===== src/rtl/tnn_vote_scheduler.sv =====
// -----------------------------------------------------------------------------
// tnn_vote_scheduler
//
// Time-multiplexes one 10-bit feature sample across NUM_CORES combinational
// single-output classifier cores that share one input bus. The scheduler
// accepts a sample over valid/ready and holds it on core_in. It steps core_sel
// through the cores, giving each one SETTLE+1 cycles, and samples the selected
// core's vote on the last cycle of its slot. The vote vector, the ones-count
// and a thresholded class decision are returned over valid/ready.
//
// Optional feature (macro TNN_VOTE_SCHED_EARLY_EXIT_EN):
//   When defined, evaluation stops as soon as the class decision can no longer
//   change. Cores that are never evaluated report a vote of 0, and out_count
//   covers only the cores that were evaluated.
//
// Parameters:
//   NUM_CORES  cores evaluated per sample (2..16)
//   THRESHOLD  minimum ones-count for out_class=1 (1..NUM_CORES)
//   SETTLE     extra wait cycles per core before sampling core_out (0..7)
//
// Ports:
//   clk        rising-edge clock
//   rst_n      asynchronous active-low reset
//   in_valid   sample available
//   in_ready   scheduler can accept a sample (IDLE only)
//   in_data    packed features a=[1:0] b=[3:2] c=[5:4] d=[7:6] e=[9:8]
//   core_in    registered copy of the accepted sample, driven to all cores
//   core_sel   index of the core under evaluation
//   core_out   vote of the selected core (combinational from core_in/core_sel)
//   busy       high in EVAL or DONE
//   out_valid  result available (DONE)
//   out_ready  consumer takes the result
//   out_votes  bit k = vote of core k
//   out_count  number of ones in out_votes
//   out_class  out_count >= THRESHOLD
// -----------------------------------------------------------------------------
module tnn_vote_scheduler #(
    parameter int NUM_CORES = 4,
    parameter int THRESHOLD = 3,
    parameter int SETTLE    = 0,
    localparam int SEL_W    = (NUM_CORES > 1) ? $clog2(NUM_CORES) : 1,
    localparam int CNT_W    = $clog2(NUM_CORES + 1)
) (
    input  logic                 clk,
    input  logic                 rst_n,
    input  logic                 in_valid,
    output logic                 in_ready,
    input  logic [9:0]           in_data,
    output logic [9:0]           core_in,
    output logic [SEL_W-1:0]     core_sel,
    input  logic                 core_out,
    output logic                 busy,
    output logic                 out_valid,
    input  logic                 out_ready,
    output logic [NUM_CORES-1:0] out_votes,
    output logic [CNT_W-1:0]     out_count,
    output logic                 out_class
);

    typedef enum logic [1:0] {
        IDLE = 2'd0,
        EVAL = 2'd1,
        DONE = 2'd2
    } state_t;

    localparam logic [CNT_W-1:0] THR         = CNT_W'(THRESHOLD);
    localparam logic [2:0]       SETTLE_LAST = 3'(SETTLE);
    localparam logic [SEL_W-1:0] LAST_SEL    = SEL_W'(NUM_CORES - 1);

    state_t                 state_q, state_d;
    logic [9:0]             core_in_q;
    logic [SEL_W-1:0]       core_sel_q;
    logic [2:0]             settle_q;
    logic [NUM_CORES-1:0]   votes_q;
    logic [CNT_W-1:0]       count_q;

    logic                   accept;
    logic                   slot_end;
    logic                   eval_exit;
    logic [CNT_W-1:0]       count_next;
    logic                   decided;

`ifdef TNN_VOTE_SCHED_EARLY_EXIT_EN
    // Best achievable count if every core after the current one voted 1.
    logic [CNT_W:0]         reach;
`endif

    // -------------------------------------------------------------------------
    // Next-state and control decode
    // -------------------------------------------------------------------------
    always_comb begin
        // NOTE: every signal written here gets a default first so that no path
        // leaves one unassigned, which would otherwise infer a latch.
        state_d    = state_q;
        accept     = 1'b0;
        slot_end   = 1'b0;
        eval_exit  = 1'b0;
        count_next = count_q + CNT_W'(core_out);

`ifdef TNN_VOTE_SCHED_EARLY_EXIT_EN
        reach   = {1'b0, count_next} + (CNT_W + 1)'(LAST_SEL - core_sel_q);
        // Decision is fixed once the threshold is met or can no longer be met.
        decided = (core_sel_q == LAST_SEL) ||
                  (count_next >= THR) ||
                  (reach < {1'b0, THR});
`else
        decided = (core_sel_q == LAST_SEL);
`endif

        unique case (state_q)
            IDLE: begin
                if (in_valid) begin
                    accept  = 1'b1;
                    state_d = EVAL;
                end
            end
            EVAL: begin
                if (settle_q == SETTLE_LAST) begin
                    slot_end = 1'b1;
                    if (decided) begin
                        eval_exit = 1'b1;
                        state_d   = DONE;
                    end
                end
            end
            DONE: begin
                if (out_ready) begin
                    state_d = IDLE;
                end
            end
            default: begin
                state_d = IDLE;
            end
        endcase
    end

    // -------------------------------------------------------------------------
    // State register
    // -------------------------------------------------------------------------
    always_ff @(posedge clk or negedge rst_n) begin
        if (!rst_n) begin
            state_q <= IDLE;
        end else begin
            // NOTE: sequential state always uses non-blocking assignment so all
            // registers update together from the values before the edge.
            state_q <= state_d;
        end
    end

    // -------------------------------------------------------------------------
    // Datapath registers
    // -------------------------------------------------------------------------
    always_ff @(posedge clk or negedge rst_n) begin
        if (!rst_n) begin
            core_in_q  <= '0;
            core_sel_q <= '0;
            settle_q   <= '0;
            votes_q    <= '0;
            count_q    <= '0;
        end else if (accept) begin
            core_in_q  <= in_data;
            core_sel_q <= '0;
            settle_q   <= '0;
            votes_q    <= '0;
            count_q    <= '0;
        end else if (state_q == EVAL) begin
            if (slot_end) begin
                votes_q[core_sel_q] <= core_out;
                count_q             <= count_next;
                settle_q            <= '0;
                // Park on core 0 when leaving EVAL so no out-of-range index
                // is ever presented to the core mux.
                core_sel_q          <= eval_exit ? '0 : core_sel_q + 1'b1;
            end else begin
                settle_q <= settle_q + 3'd1;
            end
        end
    end

    // -------------------------------------------------------------------------
    // Outputs
    // -------------------------------------------------------------------------
    assign in_ready  = (state_q == IDLE);
    assign busy      = (state_q != IDLE);
    assign out_valid = (state_q == DONE);
    assign core_in   = core_in_q;
    assign core_sel  = core_sel_q;
    assign out_votes = votes_q;
    assign out_count = count_q;
    assign out_class = (count_q >= THR);

endmodule


===== config.mk =====
export PLATFORM = sky130hd
export DESIGN_NAME = tnn_vote_scheduler
export DESIGN_NICKNAME = d
export VERILOG_FILES = /design/src/rtl/tnn_vote_scheduler.sv
export SDC_FILE = /design/constraint.sdc
export NUM_CORES = 1
export LEC_CHECK = 0
export CAP_MARGIN = 20
export CORE_UTILIZATION = 48
export DETAILED_ROUTE_END_ITERATION = 12
export PLACE_DENSITY = 0.9
export SLEW_MARGIN = 5
export SYNTH_ARGS = -nofsm -noshare
export SYNTH_HDL_FRONTEND = slang
export SYNTH_SLANG_ARGS = --single-unit

===== constraint.sdc =====
create_clock -name clk -period 3.42 [get_ports clk]
set_input_delay 0.342 -clock clk [delete_from_list [all_inputs] [get_ports clk]]
set_output_delay 0.342 -clock clk [all_outputs]
set_load 0.03 [all_outputs]

==> results.md, run 1 <==
| Step | Result | Reported |
| --- | --- | --- |
| status | Status | completed |
| synthesis | Most common cell in the netlist | sky130_fd_sc_hd__nand2_1 |
| cts | Bufs on Longest Clock Path | 2 |
| critical path | Reg2reg path depth | 2 |
| route | Detail-routed net length per standard cell | 13.1 um |
| critical path | Worst setup slack for register-to-register paths | 1.83 ns |
| timing | RSZ-0062 raised after global routing | false |
| cells and area | Post-layout net count | 178 |
| global routing | Vias in the first global route | 900 |
| placed design | HPWL Detailed | 1770 um |
| power and ir drop | Power per unit of standard cell area | 971 nW/um2 |
| timing | Number of slew-limit violations in the final report | 0 |
| synthesis | Leading cell types by count after synthesis | sky130_fd_sc_hd__nand2_1 (37), sky130_fd_sc_hd__dfrtp_1 (24), sky130_fd_sc_hd__ha_1 (8), sky130_fd_sc_hd__nor2_1 (7), sky130_fd_sc_hd__inv_1 (6) |
| critical path | Slowest CP cell | sky130_fd_sc_hd__clkdlybuf4s50_1 |
| critical path | Crit path largest cell delay | 0.65 ns |
| global routing | Global-route wire length before repair | 3910 um |
| floorplanning | Core area | 2250 um2 |
| synthesis | Post-synthesis instance total | 115 |
| route | First-pass iteration count of the detailed router | 4 |
| route | Starting DRC count in detailed routing | 13 |
| cts | Number of buffers inserted during clock tree synthesis | 3 |
| synthesis | Post-synthesis instance area | 1160 um2 |
| power and ir drop | Peak supply drop | 0.000594 V |
| synthesis | Top FF cell, synth | sky130_fd_sc_hd__dfrtp_1 |
| cts | Clock tree from TritonCTS | built |
| cells and area | Cell area after layout | 1580 um2 |
| cells and area | Area delta synth->final | 35.4% |
| cells and area | Fill cells | 192 |
| power and ir drop | Standby leakage power | 0.792 nW |
| placed design | Worst Setup Slack post-DPL | 1.50 ns |
| critical path | R2r endpoint | settle_q[1] |
| cts | Number of instances resized during post-cts repair | 0 |
| floorplanning | Effective utilization at floorplan | 51.6% |
| global routing | Total global routing track utilization | 20.4% |
| cells and area | N_diodes | 0 |
| job | Max-cap check violation count | 0 |
| timing | Highest achievable clock rate | 499 MHz |
| route | Antenna-violating nets left | 0 |
| global routing | Number of antenna violations at the first check in global routing | 0 |
| cts | # hold bufs at CTS | 0 |
| timing | Setup skew after layout | 0.00812 ns |
| timing | Pin slew with the least headroom to its limit | 0.597 ns |
| cts | Number of buffers inserted to repair setup after CTS | 0 |
| timing | Period minus WS final | 2.00 ns |
| synthesis | Part of the Yosys area used for sequential elements | 51.6% |
| critical path | Worst Path Arrival | 1.66 ns |
| global routing | Pin count of the biggest net entering global routing | 25 |
| cts | Worst-skew pair later-pin latency | 0.31 ns |
| synthesis | Leading cell types by total area after synthesis | sky130_fd_sc_hd__dfrtp_1 (52%), sky130_fd_sc_hd__nand2_1 (12%), sky130_fd_sc_hd__ha_1 (8.6%) |
| timing | Remaining max-slew budget at the tightest pin | 60.2% |
| critical path | Sort of element at the end of the critical path | primary output |
| critical path | CP max FO | 7 |
| placed design | Routability congestion estimate from global placement | 0.760 |
| synthesis | FF+latch count, synth | 24 |
| floorplanning | Number of placed I/O pins | 38 |
| floorplanning | Die outline height | 51.2 um |
| route | DRC Markers | 0 |
| timing | Final hold violation count | 0 |
| synthesis | Post-synth EDFFs | 0 |
| placed design | Post-placement cell area | 1540 um2 |
| synthesis | Leading area contributor after synthesis | sky130_fd_sc_hd__dfrtp_1 |
| timing | Final cycle utilization of the critical path | 58.6% |
| timing | Final worst-path setup slack | 1.42 ns |
| synthesis | Avg Synthesized Cell Area | 10.1 um2 |
| route | Via density per instance | 5.18 |
| global routing | Overflow after GRT | 0 |
| synthesis | Synthesized net count | 138 |
| cts | Clock-pin slew on the worst setup and hold paths | 0.12 ns |
| critical path | Worst Setup Path Type | flop to primary output |
| cts | Clock net sink count | 24 |
| synthesis | Async set-reset flop share out of synthesis | 100% |
| route | Vias | 938 |
| critical path | Start of the worst register-to-register path | state_q[0] |
| critical path | Chain of cells forming the critical path | nand2b_1, inv_1, clkdlybuf4s50_1 |
| timing | Total Negative Setup Slacks | 0 ns |
| cts | Count of H-tree levels built during CTS | 1 |
| floorplanning | Row count | 17 |
| floorplanning | Horizontal die dimension | 51.2 um |
| cells and area | Fraction of final layout cells sized beyond drive strength 1 | 5.23% |
| timing | Final number of setup-violating endpoints | 0 |
| route | Final wirelength | 2380 um |
| worst hold path | Hold Path Class | primary input to async pin |
| placed design | Buffers added on ports | 37 |
| critical path | Worst Setup Start Kind | flop |
| synthesis | Top cell type's share of synthesized area | 51.6% |
| cts | Clk Tree Root Cell | sky130_fd_sc_hd__clkbuf_4 |
| critical path | Worst EP required | 3.08 ns |
| synthesis | Number of unique standard cell types used by synthesis | 24 |
| synthesis | Yosys warnings | 0 |
| floorplanning | Area of the die | 2630 um2 |
==> registers in the layout, indices dropped and copies added, names as in the netlist <==
signal and count:
core_in 10, out_votes 4, out_count 3, settle_q 3
core_sel 2, state_q 2
==> metrics by stage <==
stage	utilization (%)	total power, mW	hold WS [ns]	instances
floorplan	-	1.09	0.0464	115
global placement	68.2	1.38	0.465	177
detailed placement	68.2	1.42	0.461	177
CTS	69.2	1.54	0.501	180
global route	69.9	1.63	0.341	181
finish	69.9	1.53	0.344	181
==> power breakdown <==
| part | internal, mW | switching, mW | total (mW) | leakage (nW) |
|---|---|---|---|---|
| clock network | 0.0411 | 0.0780 | 0.119 | 0.0138 |
| registers | 0.402 | 0.0983 | 0.500 | 0.307 |
| logic | 0.390 | 0.520 | 0.910 | 0.472 |
| total | 0.834 | 0.696 | 1.53 | 0.792 |
==> kinds of logic (layout without fill, tap and decap cells) <==
group,Yosys count,after routing,synth area share [%]
simple gates,58,58,23.7
flops,24,24,51.6
compound gates,12,12,8.28
buf+inv,10,48,5.27
fa+ha+maj,8,8,8.60
mux,3,3,2.58
==> worst max-delay path: cells and delay by family (launching register included) <==
family,cells,cell delay (ns)
buffers and inverters,2,0.71
DFF,1,0.46
and+or+nand+nor,1,0.18
==> worst max path at each step <==
stage	endpoint	slack, ns	startpoint
after floorplan	busy	1.91	state_q[0]
after global placement	settle_q[1]	1.54	in_valid
after detailed placement	settle_q[1]	1.50	in_valid
after CTS	out_valid	1.39	state_q[0]
after global routing	out_valid	1.32	state_q[0]
final	out_valid	1.42	state_q[0]
==> final cells by class <==
| cell class | instances | area [um2] | share of cell area (%) |
|---|---|---|---|
| Clock buffer | 3 | 22.5 | 1.43 |
| Inverter | 6 | 22.5 | 1.43 |
| Multi-Input combinational cell | 81 | 502 | 31.9 |
| Sequential cell | 24 | 601 | 38.1 |
| Tap cell | 28 | 35.0 | 2.22 |
| Timing Repair Buffer | 39 | 393 | 24.9 |
==> per-layer routing <==
| metal | global-route usage (%) | wire, um | vias up | share of wire [%] |
|---|---|---|---|---|
| met5 | 0 | 0 | - | 0 |
| met4 | 8.56 | 33 | 0 | 1.4 |
| met3 | 4.46 | 99 | 6 | 4.2 |
| met2 | 35.1 | 1200 | 28 | 50 |
| met1 | 24.7 | 1050 | 451 | 44 |
| li1 | - | - | 453 | - |
==> cells in the final DEF, fill, tap and decap left out, drive strengths merged, types with 3 or more instances in the layout <==
cell,count
nand2,38
clkdlybuf4s50,37
dfrtp,24
ha,8
nor2,7
inv,6
and3,4
a31o,4
mux2i,3
clkbuf,3
Note: power is estimated with default switching activity, not from simulation.
==> inputs of run 2 (changes only) <==
- CORE_UTILIZATION: 48 -> 45
- PLACE_DENSITY: 0.9 -> 0.86
- clock period: 3.42 -> 1.9 ns (I/O delays scaled with it)
==> run 2 against run 1 <==
  * Largest cell class unchanged
  * Routed wire length up 2.2%
  * Critical endpoint is now busy
  * First-iteration DRC count fell by 7.7%
  * Power up 84%
  * Non-clock buffer count is 1 higher
  * Clock-buffer cell count is 1 higher
  * Sequential share of layout area decreased by 0.51 points
  * Highest routed layer unchanged
  * Die area is 6.4% higher
==> results.md, run 2 (synthesized netlist as in run 1, its figures left out) <==
| Step | Result | Reported | Delta |
| --- | --- | --- | --- |
| cts | Clk Tree Root Cell | sky130_fd_sc_hd__clkbuf_4 | unchanged |
| cts | Clock tree from TritonCTS | built | unchanged |
| cts | Clock net sink count | 24 | unchanged |
| cells and area | Fraction of final layout cells sized beyond drive strength 1 | 6.45% | was 5.23% |
| route | Vias | 927 | was 938 |
| cells and area | Fill cells | 210 | was 192 |
| timing | Pin slew with the least headroom to its limit | 0.323 ns | was 0.597 ns |
| job | Max-cap check violation count | 0 | unchanged |
| timing | Smallest hold slack | 0.198 ns | was 0.344 ns |
| global routing | Total global routing track utilization | 19.9% | was 20.4% |
| timing | RSZ-0062 raised after global routing | false | unchanged |
| critical path | Worst Setup Start Kind | flop | unchanged |
| cells and area | Total area of sequential cells | 601 um2 | unchanged |
| global routing | Overflow after GRT | 0 | unchanged |
| floorplanning | Effective utilization at floorplan | 47.4% | was 51.6% |
| critical path | Worst Path Arrival | 1.59 ns | was 1.66 ns |
| critical path | Worst Setup Path Type | flop to primary output | unchanged |
| route | DRC Markers | 0 | unchanged |
| critical path | CP max FO | 7 | unchanged |
| route | Detail-routed net length per standard cell | 13.1 um | about the same |
| placed design | Buffers added on ports | 37 | unchanged |
| power and ir drop | Power per unit of standard cell area | 1760 nW/um2 | was 971 nW/um2 |
| timing | Highest achievable clock rate | 561 MHz |  |
| floorplanning | Horizontal die dimension | 52.9 um | was 51.2 um |
| timing | Remaining max-slew budget at the tightest pin | 78.4% | was 60.2% |
| timing | Final hold violation count | 0 | unchanged |
| cts | Worst-skew pair later-pin latency | 0.32 ns | was 0.31 ns |
| timing | Period minus WS final | 1.78 ns |  |
| cells and area | Post-layout net count | 179 | was 178 |
| cts | Count of H-tree levels built during CTS | 1 | unchanged |
| worst hold path | Hold Path Class | primary input to async pin | unchanged |
| cells and area | Cell area after layout | 1600 um2 | was 1580 um2 |
| global routing | Vias in the first global route | 906 | was 900 |
| floorplanning | Core area | 2450 um2 | was 2250 um2 |
| route | Starting DRC count in detailed routing | 12 | was 13 |
| power and ir drop | Peak supply drop | 0.00137 V | was 0.000594 V |
| cells and area | Area delta synth->final | 37.2% | was 35.4% |
| timing | Setup skew after layout | 0.0187 ns | was 0.00812 ns |
| timing | Total Negative Setup Slacks | 0 ns | unchanged |
| global routing | Global-route wire length before repair | 3950 um | was 3910 um |
| critical path | Reg2reg path depth | 4 | was 2 |
| global routing | Number of antenna violations at the first check in global routing | 0 | unchanged |
| power and ir drop | Standby leakage power | 0.831 nW | was 0.792 nW |
| cells and area | Core utilization of the finished layout | 65.0% | was 69.9% |
| placed design | Placed instance count | 181 | was 177 |
| route | Via density per instance | 5.01 | was 5.18 |
| route | Final wirelength | 2430 um | was 2380 um |
| cts | Clock-pin slew on the worst setup and hold paths | 0.14 ns | was 0.12 ns |
| timing | Number of slew-limit violations in the final report | 0 | unchanged |
| placed design | Post-placement cell area | 1560 um2 | was 1540 um2 |
| cells and area | Max FFs per register | 10 | unchanged |
| critical path | R2r endpoint | core_in[7] | was settle_q[1] |
| critical path | Worst setup slack for register-to-register paths | 0.45 ns | was 1.83 ns |
| cells and area | Post-layout instance count excluding filler cells | 185 | was 181 |
| critical path | Sort of element at the end of the critical path | primary output | unchanged |
| cts | Number of buffers inserted during clock tree synthesis | 3 | unchanged |
| global routing | Pin count of the biggest net entering global routing | 25 | unchanged |
| cts | Bufs on Longest Clock Path | 2 | unchanged |
| timing | Final number of setup-violating endpoints | 0 | unchanged |
| floorplanning | Die outline height | 52.9 um | was 51.2 um |
| floorplanning | Area of the die | 2790 um2 | was 2630 um2 |
| critical path | Start of the worst register-to-register path | state_q[0] | unchanged |
| floorplanning | Number of placed I/O pins | 38 | unchanged |
| placed design | HPWL Detailed | 1760 um | was 1770 um |
| cells and area | N_diodes | 0 | unchanged |
| cells and area | Most frequent cells in the layout | sky130_fd_sc_hd__nand2_1 (37), sky130_fd_sc_hd__clkdlybuf4s50_1 (35), sky130_fd_sc_hd__dfrtp_1 (24), sky130_fd_sc_hd__ha_1 (8), sky130_fd_sc_hd__nor2_1 (7) | was sky130_fd_sc_hd__nand2_1 (37), sky130_fd_sc_hd__clkdlybuf4s50_1 (37), sky130_fd_sc_hd__dfrtp_1 (24), sky130_fd_sc_hd__ha_1 (8), sky130_fd_sc_hd__nor2_1 (7) |
| floorplanning | Row count | 18 | was 17 |
| route | Antenna-violating nets left | 0 | unchanged |
| placed design | Routability congestion estimate from global placement | 0.791 | was 0.760 |
| cts | Number of buffers inserted to repair setup after CTS | 0 | unchanged |
| route | First-pass iteration count of the detailed router | 3 | was 4 |
| status | Status | completed | unchanged |
| cells and area | Area used by multi-input combinational logic | 502 um2 | unchanged |
| timing | Final cycle utilization of the critical path | 93.7% |  |
| critical path | Worst EP required | 1.71 ns | was 3.08 ns |
| cells and area | Most common cell after layout, fill and taps aside | sky130_fd_sc_hd__nand2_1 |  |
==> run 2: cell count changes in the layout (fill, tap and decap cells not counted) <==
cell,before,now
sky130_fd_sc_hd__buf_4,1,3
sky130_fd_sc_hd__buf_8,1,0
sky130_fd_sc_hd__clkbuf_8,0,1
sky130_fd_sc_hd__clkdlybuf4s50_1,37,35
sky130_fd_sc_hd__dlymetal6s2s_1,0,2
==> run 2: metrics by stage <==
| step | worst slack (ns) | power (mW) |
|---|---|---|
| detailed placement | 0.284 | 2.55 |
| floorplan | 0.538 | 1.97 |
| CTS | 0.0298 | 2.83 |
| global placement | 0.295 | 2.50 |
| finish | 0.119 | 2.81 |
| global route | 0.0233 | 3.01 |
==> run 2: worst max-delay path: stages (launching register included) <==
cell and delay, ns:
sky130_fd_sc_hd__dfrtp_1 0.48, sky130_fd_sc_hd__nor2_1 0.09, sky130_fd_sc_hd__inv_1 0.06, sky130_fd_sc_hd__clkdlybuf4s50_1 0.66
==> run 2: worst max-delay path by stage <==
stage | from | end | slack [ns]
after global placement | in_valid | core_in[7] | 0.29
final | state_q[0] | busy | 0.12
after floorplan | settle_q[0] | out_votes[3] | 0.54
after global routing | state_q[0] | busy | 0.02
after detailed placement | in_valid | core_in[2] | 0.28
after CTS | state_q[0] | out_valid | 0.03
==> run 2: per-layer routing <==
metal / share of wire (%) / vias up / track usage, %
met4: 2.1 / 0 / 11.4
li1: - / 452 / -
met2: 47 / 28 / 32.3
met5: 0 / - / 0
met3: 4.8 / 4 / 2.87
met1: 46 / 443 / 25.0
==> run 2: layout make-up <==
class                           count  share of cell area, %
Inverter                            6                   1.41
Tap cell                           30                   2.35
Timing Repair Buffer               40                   24.9
Multi-Input combinational cell     81                   31.4
Clock buffer                        4                   2.27
Sequential cell                    24                   37.6
==> run 2: report_power, final <==
group / internal (mW) / switching, mW
registers: 0.724 / 0.179
clock network: 0.117 / 0.153
logic: 0.705 / 0.932
==> run 2: what timing repair did <==
action / CTS / global route
hold buffers: 0 / 0
setup endpoints to repair: 0 / 2
resized for setup: 0 / 2
hold endpoints to repair: 0 / 0
